===== config.mk =====
export PLATFORM = sky130hd
export DESIGN_NAME = mem_stage_sram_ctrl
export DESIGN_NICKNAME = d
export VERILOG_FILES = /design/src/rtl/mem_stage_sram_ctrl.sv
export SDC_FILE = /design/constraint.sdc
export NUM_CORES = 1
export LEC_CHECK = 0
export CORE_UTILIZATION = 50
export CTS_CLUSTER_SIZE = 12
export DETAILED_ROUTE_END_ITERATION = 7
export HOLD_SLACK_MARGIN = 0.03
export PLACE_DENSITY = 0.81
export RECOVER_POWER = 100
export SLEW_MARGIN = 30
export SYNTH_ARGS = -nofsm -noshare
export SYNTH_HDL_FRONTEND = slang
export SYNTH_SLANG_ARGS = --single-unit

===== constraint.sdc =====
create_clock -name clk -period 10.3 [get_ports clk]
set_input_delay 3.09 -clock clk [delete_from_list [all_inputs] [get_ports clk]]
set_output_delay 3.09 -clock clk [all_outputs]
set_load 0.05 [all_outputs]

===== src/rtl/mem_stage_sram_ctrl.sv =====
// -----------------------------------------------------------------------------
// mem_stage_sram_ctrl
//
// MEM stage of the pipeline. Consumes the EXE/MEM register outputs, performs
// the data-memory access on an external 16-bit asynchronous SRAM (two
// half-word phases per 32-bit word, each phase WAIT_CYCLES+1 cycles long),
// stalls upstream through `ready` while the access is in flight, and holds
// the MEM/WB pipeline register that feeds writeback.
//
// Parameters
//   ADDR_BASE   byte address of data-memory word 0 (subtracted from alu_res_in)
//   SRAM_AW     SRAM half-word address width
//   WAIT_CYCLES extra cycles per half-word phase (0..3)
//
// Ports
//   clk, rst              clock, asynchronous active-high reset
//   wb_en_in              writeback enable from EXE/MEM
//   mem_read_en_in        load request
//   mem_write_en_in       store request (wins when both requests are set)
//   alu_res_in            ALU result / byte address
//   val_Rm_in             store data
//   dest_in               destination register
//   ready                 1 = pipeline may advance, 0 = freeze upstream
//   wb_en, mem_read_en,
//   dest, alu_res,
//   mem_data              MEM/WB register outputs
//   sram_addr             SRAM half-word address
//   sram_dq_out           write data to SRAM
//   sram_dq_in            read data from SRAM
//   sram_dq_oe            1 = drive DQ (writes)
//   sram_we_n             SRAM write strobe, active low
// -----------------------------------------------------------------------------
module mem_stage_sram_ctrl #(
  parameter int ADDR_BASE   = 1024,
  parameter int SRAM_AW     = 18,
  parameter int WAIT_CYCLES = 1
) (
  input  logic               clk,
  input  logic               rst,
  input  logic               wb_en_in,
  input  logic               mem_read_en_in,
  input  logic               mem_write_en_in,
  input  logic [31:0]        alu_res_in,
  input  logic [31:0]        val_Rm_in,
  input  logic [3:0]         dest_in,
  output logic               ready,
  output logic               wb_en,
  output logic               mem_read_en,
  output logic [3:0]         dest,
  output logic [31:0]        alu_res,
  output logic [31:0]        mem_data,
  output logic [SRAM_AW-1:0] sram_addr,
  output logic [15:0]        sram_dq_out,
  input  logic [15:0]        sram_dq_in,
  output logic               sram_dq_oe,
  output logic               sram_we_n
);

  typedef enum logic [1:0] {
    IDLE = 2'd0,
    LO   = 2'd1,
    HI   = 2'd2,
    DONE = 2'd3
  } state_t;

  localparam logic [1:0] WAIT_LAST = 2'(WAIT_CYCLES);

  state_t             state;
  state_t             state_nxt;
  logic [1:0]         wait_cnt;
  logic               phase_last;
  logic               req;

  // Latched request (captured in IDLE, used for the whole access)
  logic [SRAM_AW-2:0] word_p0;
  logic [31:0]        data_p0;
  logic [3:0]         dest_p0;
  logic [31:0]        alu_p0;
  logic               wr_p0;
  logic               rd_p0;
  logic               wb_p0;

  // Read buffer halves
  logic [15:0]        lo_p1;
  logic [15:0]        hi_p1;

  // Word index into the SRAM: byte offset from ADDR_BASE (wrapping modulo
  // 2^32), byte lane bits dropped, truncated to the half-word address space.
  function automatic logic [SRAM_AW-2:0] word_addr(input logic [31:0] byte_addr);
    return (SRAM_AW-1)'((byte_addr - 32'(ADDR_BASE)) >> 2);
  endfunction

  assign req        = mem_read_en_in | mem_write_en_in;
  assign phase_last = (wait_cnt == WAIT_LAST);

  // State register
  always_ff @(posedge clk or posedge rst) begin
    if (rst) begin
      state <= IDLE;
    end else begin
      state <= state_nxt;
    end
  end

  // Next-state logic
  always_comb begin
    state_nxt = state;
    case (state)
      IDLE:    if (req)        state_nxt = LO;
      LO:      if (phase_last) state_nxt = HI;
      HI:      if (phase_last) state_nxt = DONE;
      DONE:                    state_nxt = IDLE;
      default:                 state_nxt = IDLE;
    endcase
  end

  // Output logic: SRAM pins and stall
  always_comb begin
    ready       = 1'b0;
    sram_addr   = '0;
    sram_dq_out = '0;
    sram_dq_oe  = 1'b0;
    sram_we_n   = 1'b1;
    case (state)
      IDLE: ready = ~req;
      LO: begin
        sram_addr = {word_p0, 1'b0};
        if (wr_p0) begin
          sram_dq_out = data_p0[15:0];
          sram_dq_oe  = 1'b1;
          sram_we_n   = 1'b0;
        end
      end
      HI: begin
        sram_addr = {word_p0, 1'b1};
        if (wr_p0) begin
          sram_dq_out = data_p0[31:16];
          sram_dq_oe  = 1'b1;
          sram_we_n   = 1'b0;
        end
      end
      DONE: ready = 1'b1;
      default: ready = 1'b1;
    endcase
    // Upstream must not see a stall while the block is held in reset, even
    // if request inputs are still asserted.
    if (rst) begin
      ready = 1'b1;
    end
  end

  // Phase wait counter: restarts at every phase entry
  always_ff @(posedge clk or posedge rst) begin
    if (rst) begin
      wait_cnt <= 2'd0;
    end else if ((state == LO || state == HI) && !phase_last) begin
      wait_cnt <= wait_cnt + 2'd1;
    end else begin
      wait_cnt <= 2'd0;
    end
  end

  // ---- Stage p0: request capture -------------------------------------------
  always_ff @(posedge clk or posedge rst) begin
    if (rst) begin
      wr_p0 <= 1'b0;
      rd_p0 <= 1'b0;
      wb_p0 <= 1'b0;
    end else if (state == IDLE && req) begin
      wr_p0 <= mem_write_en_in;
      // A simultaneous read and write is executed as a write only.
      rd_p0 <= mem_read_en_in & ~mem_write_en_in;
      wb_p0 <= wb_en_in;
    end
  end

  always_ff @(posedge clk) begin
    if (state == IDLE && req) begin
      word_p0 <= word_addr(alu_res_in);
      data_p0 <= val_Rm_in;
      dest_p0 <= dest_in;
      alu_p0  <= alu_res_in;
    end
  end

  // ---- Stage p1: SRAM read sampling on the last cycle of each phase ---------
  always_ff @(posedge clk) begin
    if (rd_p0 && phase_last) begin
      if (state == LO) begin
        lo_p1 <= sram_dq_in;
      end
      if (state == HI) begin
        hi_p1 <= sram_dq_in;
      end
    end
  end

  // ---- Stage p2: MEM/WB register --------------------------------------------
  always_ff @(posedge clk or posedge rst) begin
    if (rst) begin
      wb_en       <= 1'b0;
      mem_read_en <= 1'b0;
      dest        <= 4'd0;
      alu_res     <= 32'd0;
      mem_data    <= 32'd0;
    end else if (state == IDLE && !req) begin
      // Non-memory pass-through; no request means the load flag is 0.
      wb_en       <= wb_en_in;
      mem_read_en <= 1'b0;
      dest        <= dest_in;
      alu_res     <= alu_res_in;
    end else if (state == DONE) begin
      wb_en       <= wb_p0;
      mem_read_en <= rd_p0;
      dest        <= dest_p0;
      alu_res     <= alu_p0;
      if (rd_p0) begin
        mem_data <= {hi_p1, lo_p1};
      end
    end else begin
      // Stall bubble: upstream is frozen, so suppress a duplicate writeback.
      wb_en       <= 1'b0;
      mem_read_en <= 1'b0;
    end
  end

endmodule


After elaboration in Yosys (flattened, before gate mapping):

Index checks and enable logic that the tools add are counted.

* $add $sub $neg: 2
* multipliers: 0
* divide/modulo/power cells: 0
* order comparisons: 0
* equality and inequality tests: 7
* shift-type cells: 0
* mux-type cells: 23
* bitwise gates (word level): 5
* reduce and logical (&&, ||, !) cells: 14

Operators by type and width (number)
* 32-bit two-way mux: 2
* 18-bit case mux with 2 select lines: 1
* 16-bit two-way mux: 2
* 16-bit case mux with 2 select lines: 1
* 19-bit by 11-bit subtractor with 19-bit output, second input constant: 1
* 1-bit two-way mux: 9
* 2-bit two-way mux: 4
* 4-bit two-way mux: 2
* 2-bit case mux with 4 select lines: 1
* 2-bit != test, second input constant: 3
* 3-bit AND reduction: 2
* 2-bit by 1-bit == test with 1-bit output, second input constant: 2
* 2-bit == test, second input constant: 2
* 1-bit logical AND: 4
* 2-bit AND reduction: 2
* 1-bit inverter: 3
* 2-bit by 1-bit adder with 2-bit output, second input constant: 1
* 1-bit zero test: 2
* 2-bit zero test: 1
* 1-bit case mux with 2 select lines: 1
* 2-bit nonzero test: 1
* 2-bit OR reduction: 1
* 1-bit bitwise AND: 1
* 1-bit logical OR: 1
* 1-bit bitwise OR: 1

* bits in registers: 194
* latch bits: 0
* bits in writable memories: 0
* bits in read-only memories: 0
* input bits: 89
* output and inout port bits: 107
* word-level logic and storage cells: 67
* memories: 0

Longest topological paths before layout:

Gate-level depths: netlist of the first run.

* depth in word-level cells: 5
* gate-level depth with buffers: 7
* mapped depth without buffers: 5

Worst setup path after synthesis of the first run:

OpenSTA, ideal clock, no wires.

* path type: input -> output
* start point: input port rst
* end point: output port ready
* arrival: 5.975 ns
* required time: 7.210 ns
* path slack: 1.235 ns
* stages on the path: 2
* buffers on the path: 0
* cells stage by stage: inv_1 -> o21ai_0

* longest elaborated chain between the ends: 1

RTL lines
* start: declaration: line 39 `input logic rst,`
* 1-bit two-way mux: line 147 `if (rst) begin`
* end: declaration: line 46 `output logic ready,`

No other way between the ends.

Worst setup path in the final report of the first run:

* start point: input port mem_read_en_in
* end point: output port ready

* longest elaborated chain between the ends: 4

RTL lines
* start: declaration: line 41 `input logic mem_read_en_in,`
* 1-bit bitwise OR: line 93 `assign req = mem_read_en_in | mem_write_en_in;`
* 1-bit inverter: line 125 `IDLE: ready = ~req;`
* 1-bit case mux with 2 select lines: line 124 `case (state)`
* 1-bit two-way mux: line 147

No other way between the ends.

==> results of run 1 <==
[worst max-delay path: stages]
cell	delay [ns]
dlygate4sd3_1	0.59
nor3b_1	0.31
nor2_1	0.11
o21ai_0	0.14
dlygate4sd3_1	0.92
[flip-flops by register name, indices dropped and copies added, names as in the netlist]
| signal | flops |
|---|---|
| wb_p0 | 1 |
| hi_p1 | 16 |
| dest | 4 |
| dest_p0 | 4 |
| mem_read_en | 1 |
| alu_res | 32 |
| wait_cnt | 2 |
| mem_data | 32 |
| state | 2 |
| word_p0 | 17 |
| lo_p1 | 16 |
| wr_p0 | 1 |
| wb_en | 1 |
| alu_p0 | 24 |
| rd_p0 | 1 |
| data_p0 | 32 |
[layout make-up]
type,instances,area (um2),share of cell area (%)
sequential,186,5200,53.6
timing repair buffer,200,1970,20.3
multi-input combinational,238,1670,17.2
clock buffer,18,429,4.42
tap,180,225,2.32
clock inverter,14,173,1.78
inverter,9,35.0,0.361
[how the worst min path moves through the flow]
stage	endpoint	slack (ns)	cells past startpoint	from
finish	wait_cnt[0]$_DFF_PP0_	0.44	1	wait_cnt[0]$_DFF_PP0_
global route	wait_cnt[0]$_DFF_PP0_	0.46	1	wait_cnt[0]$_DFF_PP0_
CTS	wait_cnt[0]$_DFF_PP0_	0.44	1	wait_cnt[0]$_DFF_PP0_
detailed placement	wait_cnt[0]$_DFF_PP0_	0.44	1	wait_cnt[0]$_DFF_PP0_
global placement	wait_cnt[0]$_DFF_PP0_	0.42	1	wait_cnt[0]$_DFF_PP0_
floorplan	wait_cnt[0]$_DFF_PP0_	0.41	1	wait_cnt[0]$_DFF_PP0_
[layer usage]
metal  vias up  track usage [%]
met3        23             6.74
li1       2043                -
met5         -                0
met2       145             36.1
met4         0             9.95
met1      2163             25.0
[power groups by stage]
stage	Clock [mW]	Combinational, mW	Sequential, mW
finish	0.656	1.62	1.17
global route	0.696	1.71	1.20
CTS	0.667	1.79	1.18
detailed placement	0	1.79	1.19
global placement	0	1.75	1.18
floorplan	0	0.726	1.66
[cell usage in the layout (no fill, tap or decap), types with 2 or more instances in the layout]
master,Yosys,layout
dlygate4sd3_1,0,193
edfxtp_1,109,109
dfrtp_1,77,77
nand2_1,44,44
o21ai_0,38,38
mux2i_1,36,36
mux2_1,0,29
nor2_1,23,23
and2_1,17,17
clkbuf_16,0,17
a22oi_1,16,16
inv_1,9,8
ha_1,7,6
mux2_2,5,5
clkbuf_1,7,5
xor2_1,4,4
clkinvlp_4,0,4
clkinv_4,0,4
a21oi_1,3,3
bufinv_16,0,3
nor3b_1,1,2
xnor2_1,2,2
and3_1,2,2
clkdlybuf4s50_1,0,2
[kinds of logic (layout without fill, tap and decap cells)]
family / count (synthesis) / in the layout
flip-flops: 186 / 186
AND/OR/NAND/NOR: 93 / 93
multiplexers: 70 / 70
AO/OA/AOI/OAI: 62 / 62
buffers and inverters: 30 / 241
adder cells (fa/ha/maj): 7 / 7
XOR/XNOR: 6 / 6
==> results.json, run 1 <==
{
  "yosys_warnings": 0,
  "reg2reg_to": "mem_data[20]$_DFFE_PP0P_",
  "p_int_mw": 1.94,
  "rsz0062_at_grt": "false",
  "skew_ns": 0.00713,
  "startpoint_type": "input pin",
  "synthMuxAreaShare_pct": 11.9,
  "portBuffers": 195,
  "dr_total_vias": 4374,
  "ioPinCount": 196,
  "grt_pass1_vias": 4609,
  "drt_pass1_iterations": 4,
  "worstMarginPinSlew_ns": 4.24,
  "coreArea_mm2": 0.0139,
  "cp.required_ns": 7.21,
  "placed_area_mm2": 0.00928,
  "wl_met3_um": 922,
  "synth_compound_gate_area_share_pct": 5.10,
  "clockBufferDepth": 2,
  "slew_headroom_pct": -182,
  "clock.fmax_mhz": 121,
  "synth-xor-area-share_pct": 0.734,
  "h-tree-depth": 4,
  "finalSetupViolCount": 0,
  "drc_errors": 0,
  "period_needed_ns": 8.25,
  "violations": "max-capacitance violations, max-slew violations",
  "place_congestion": 0.728,
  "synth_top_family_by_area": "multiplexers",
  "synthCells": 454,
  "wirelength_um": 15000,
  "final_cell_area_mm2": 0.00971,
  "ys_ff_latch": 186,
  "critPathKind": "in -> out",
  "wl_met2_um": 7610,
  "num_rows": 43,
  "yosysMostFrequentCell": "edfxtp_1",
  "synthTopCellsByCount": "edfxtp_1 (109), dfrtp_1 (77), nand2_1 (44)",
  "crit_path_end": "ready",
  "ys_types": 33,
  "clk_latency_ns": 0.42,
  "root_buffer": "clkbuf_16",
  "tns_ns": 0,
  "grt_max_degree": 78,
  "initial_utilization_pct": 51.4,
  "yosysTopAreaCell": "edfxtp_1",
  "p_per_area_mw_per_mm2": 355,
  "highest_layer": "met4",
  "startpoint": "mem_read_en_in",
  "synth_edf_count": 109,
  "ant_nets": 0,
  "setup_slack_ns": 2.05,
  "wl_per_cell_um": 17.7,
  "dieArea_mm2": 0.0148,
  "cts_sinks": 186,
  "max-cap-violations": 5,
  "dp.cells": 813,
  "ys_top_cells_by_area": "edfxtp_1 (46%), dfrtp_1 (27%), mux2_4 (6.1%), mux2i_1 (5.0%), o21ai_0 (2.7%)",
  "power.net_switching_mw": 1.51,
  "antenna_cells": 0,
  "worst_r2r_path_depth": 7,
  "detailed_place_hpwl_um": 10100,
  "vias_per_cell": 5.18,
  "overflow": 0,
  "fin_crit_sh_pct": 80.1,
  "cp_max_fo": 4,
  "final_nets": 748,
  "grt_antenna_before_repair": 0,
  "rrSetupSlack_ns": 5.61,
  "grt_pass1_wl_um": 23400,
  "synthSimpleGateAreaFrac_pct": 6.19,
  "synthesis.nets": 550,
  "synthArstFlopShare_pct": 41.4,
  "power_frac_comb_pct": 47.0,
  "maxSlewViolCount": 271,
  "drt_iter0_drc": 265,
  "hp-class": "reg -> reg",
  "area_delta_synth_final_pct": 35.6,
  "wl_met1_um": 6090,
  "grt_usage_pct": 21.4,
  "p_leak_nw": 3.75,
  "pre_cts_ws_ns": 2.24,
  "finalPower_mw": 3.45,
  "synth_top_area_share_pct": 45.7,
  "hold_buffers": 0,
  "cts_tree": "done",
  "cts_buffers": 17,
  "syn_area_mm2": 0.00716,
  "post-cts-setup-buffers": 0,
  "ir_drop_mv": 0.190,
  "utilization_pct": 69.7,
  "ys_seq_area_share_pct": 72.6,
  "hold_ws_ns": 0.437,
  "hold_viol": 0,
  "synthAdderAreaFrac_pct": 1.22,
  "die_y_um": 122,
  "clk_pin_slew_ns": 0.06,
  "clockPowerShare_pct": 19.0,
  "cts_resized": 0,
  "synthFlopType": "edfxtp_1",
  "rr_startpoint": "state[0]$_DFFE_PP0P_",
  "fp.dieW_um": 122,
  "arrival_ns": 5.16,
  "status": "finished with violations",
  "final_layout_size_suffix_gt1_share_pct": 5.86,
  "fill_cells": 981,
  "avgSynthCellArea_um2": 15.8,
  "end_kind": "primary output",
  "swShare_pct": 43.9,
  "final_cells": 845,
  "p_seq_share_pct": 34.0
}
(Power assumes the default switching activity.)
==> run 2: changes to the inputs <==
CORE_UTILIZATION = 43   (was 50)
PLACE_DENSITY = 0.73   (was 0.81)
clock period = 6.9 ns   (was 10.3 ns; I/O delays follow)
==> run 2 against run 1 <==
  * The run still ends with max-capacitance violations, max-slew violations left
  * Combinational power increased by 49%
  * Count of clock-buffer cells in the layout grew 4
  * Wire length rose by 2.5%
  * Worst hold slack worse by 0.0033 ns
  * Sequential share of layout area fell by 0.14 points
  * Cell area up 0.27%
  * Die area rose by 16%
  * Worst setup slack got worse by 1.0 ns
  * Sequential power up 50%
  * Critical endpoint unchanged
  * Largest cell class unchanged
  * Highest routed layer is now met5
==> results.json, run 2 (synthesized netlist as in run 1, its figures left out) <==
{
  "ant_nets": 0,
  "vias_per_cell": 4.92,
  "grt_max_degree": 78,
  "die_y_um": 131,
  "cp_max_fo": 4,
  "rrSetupSlack_ns": 2.62,
  "reg_top3": "alu_res: 32 flops, data_p0: 32 flops, mem_data: 32 flops",
  "fp.dieW_um": 131,
  "final_layout_size_suffix_gt1_share_pct": 6.90,
  "rr_startpoint": "state[0]$_DFFE_PP0P_",
  "post-cts-setup-buffers": 0,
  "portBuffers": 195,
  "h-tree-depth": 4,
  "grt_pass1_wl_um": 24100,
  "num_rows": 46,
  "grt.met1_usage_pct": 22.9,
  "fin_crit_sh_pct": 85.3,
  "root_buffer": "clkbuf_16",
  "crit_path_max_incr_delay_ns": 0.60,
  "violations": "max-capacitance violations, max-slew violations",
  "drt_pass1_iterations": 4,
  "crit_slowest_cell": "dlygate4sd3_1",
  "dieArea_mm2": 0.0172,
  "ir_drop_mv": 0.281,
  "worstMarginPinSlew_ns": 2.21,
  "cts_buffers": 17,
  "arrival_ns": 3.82,
  "crit_chain": "dlygate4sd3_1 -> nor3b_1 -> nor2_1 -> o21ai_0 -> clkbuf_1",
  "grt_pass1_vias": 4531,
  "maxSlewViolCount": 117,
  "drc_errors": 0,
  "crit_cells": 5,
  "top_usage_layer": "met2",
  "hold_buffers": 0,
  "p_per_area_mw_per_mm2": 524,
  "final_nets": 750,
  "grt_usage_pct": 19.0,
  "p_leak_nw": 3.75,
  "grt_antenna_before_repair": 1,
  "clk_pin_slew_ns": 0.06,
  "drt_iter0_drc": 174,
  "overflow": 0,
  "placed_area_mm2": 0.00939,
  "worst_r2r_path_depth": 4,
  "critPathTopFamily": "buffers and inverters",
  "cts_resized": 0,
  "area_delta_synth_final_pct": 36.0,
  "dr_total_vias": 4345,
  "initial_utilization_pct": 44.6,
  "ioPinCount": 196,
  "clock.fmax_mhz": 170,
  "slew_headroom_pct": -47.5,
  "place_congestion": 0.749,
  "tns_ns": 0,
  "rsz0062_at_grt": "false",
  "final_cell_area_mm2": 0.00974,
  "cts_tree": "done",
  "met2_usage_pct": 32.0,
  "startpoint": "mem_read_en_in",
  "clk_latency_ns": 0.42,
  "crit_path_end": "ready",
  "hp-class": "reg -> reg",
  "cts_sinks": 186,
  "hold_viol": 0,
  "layout_commonest_cell": "dlygate4sd3_1",
  "antenna_cells": 0,
  "max-cap-violations": 3,
  "status": "finished with violations",
  "skew_ns": 0.00666,
  "clockBufferDepth": 2,
  "layout_common_cells": "dlygate4sd3_1 (191), edfxtp_1 (109), dfrtp_1 (77)",
  "coreArea_mm2": 0.0161,
  "cp.required_ns": 4.83,
  "period_needed_ns": 5.89,
  "wirelength_um": 15300,
  "end_kind": "primary output",
  "utilization_pct": 60.6,
  "critPathBufInv": 2,
  "critPathKind": "in -> out",
  "whs_path_depth": 1,
  "wl_per_cell_um": 17.4,
  "grt_util_met3_pct": 5.62,
  "finalSetupViolCount": 0,
  "detailed_place_hpwl_um": 10600,
  "startpoint_type": "input pin",
  "reg2reg_to": "alu_p0[29]$_DFFE_PP_"
}
==> run 2: cell count changes in the layout (fill, tap and decap cells not counted), moves of 2 or more <==
cell,before,now
mux2_1,29,23
mux2_2,5,10
bufinv_16,3,0
clkbuf_1,5,7
clkbuf_16,17,19
dlygate4sd3_1,193,191
inv_6,1,3
==> run 2: through the flow <==
stage / power (mW) / cells / setup WS (ns) / hold slack (ns)
6_report: 5.10 / 883 / 1.01 / 0.434
5_1_grt: 5.36 / 883 / 0.787 / 0.467
4_1_cts: 5.42 / 883 / 1.34 / 0.436
3_5_place_dp: 4.48 / 851 / 1.36 / 0.428
3_3_place_gp: 4.39 / 848 / 1.42 / 0.421
2_1_floorplan: 3.57 / 454 / 0.704 / 0.408
==> run 2: layer usage <==
| layer | part of all wire, % | up-vias | wire (um) |
|---|---|---|---|
| li1 | - | 2043 | - |
| met1 | 43 | 2124 | 6540 |
| met2 | 49 | 150 | 7500 |
| met3 | 6.6 | 26 | 1010 |
| met4 | 1.7 | 2 | 263 |
| met5 | 0.085 | - | 13 |
==> run 2: cell type report <==
type                            count  area [um2]
Clock inverter                     10        81.3
Clock buffer                       22         497
Inverter                            9        37.5
Tap cell                          216         270
Fill cell                        1224        6320
Timing Repair Buffer              202        1980
Sequential cell                   186        5200
Multi-Input combinational cell    238        1670
==> run 2: worst min path at each step <==
stage                               start                    end  slack, ns
finish              wait_cnt[0]$_DFF_PP0_  wait_cnt[0]$_DFF_PP0_       0.43
global route        wait_cnt[0]$_DFF_PP0_  wait_cnt[0]$_DFF_PP0_       0.47
CTS                 wait_cnt[0]$_DFF_PP0_  wait_cnt[0]$_DFF_PP0_       0.44
detailed placement  wait_cnt[0]$_DFF_PP0_  wait_cnt[0]$_DFF_PP0_       0.43
global placement    wait_cnt[0]$_DFF_PP0_  wait_cnt[0]$_DFF_PP0_       0.42
floorplan           wait_cnt[0]$_DFF_PP0_  wait_cnt[0]$_DFF_PP0_       0.41
==> run 2: power breakdown <==
part | total, mW | switching, mW | internal (mW) | leakage (nW)
logic | 2.42 | 1.69 | 0.728 | 1.55
clock network | 0.929 | 0.410 | 0.519 | 0.278
registers | 1.75 | 0.161 | 1.59 | 1.92
total | 5.10 | 2.27 | 2.84 | 3.75
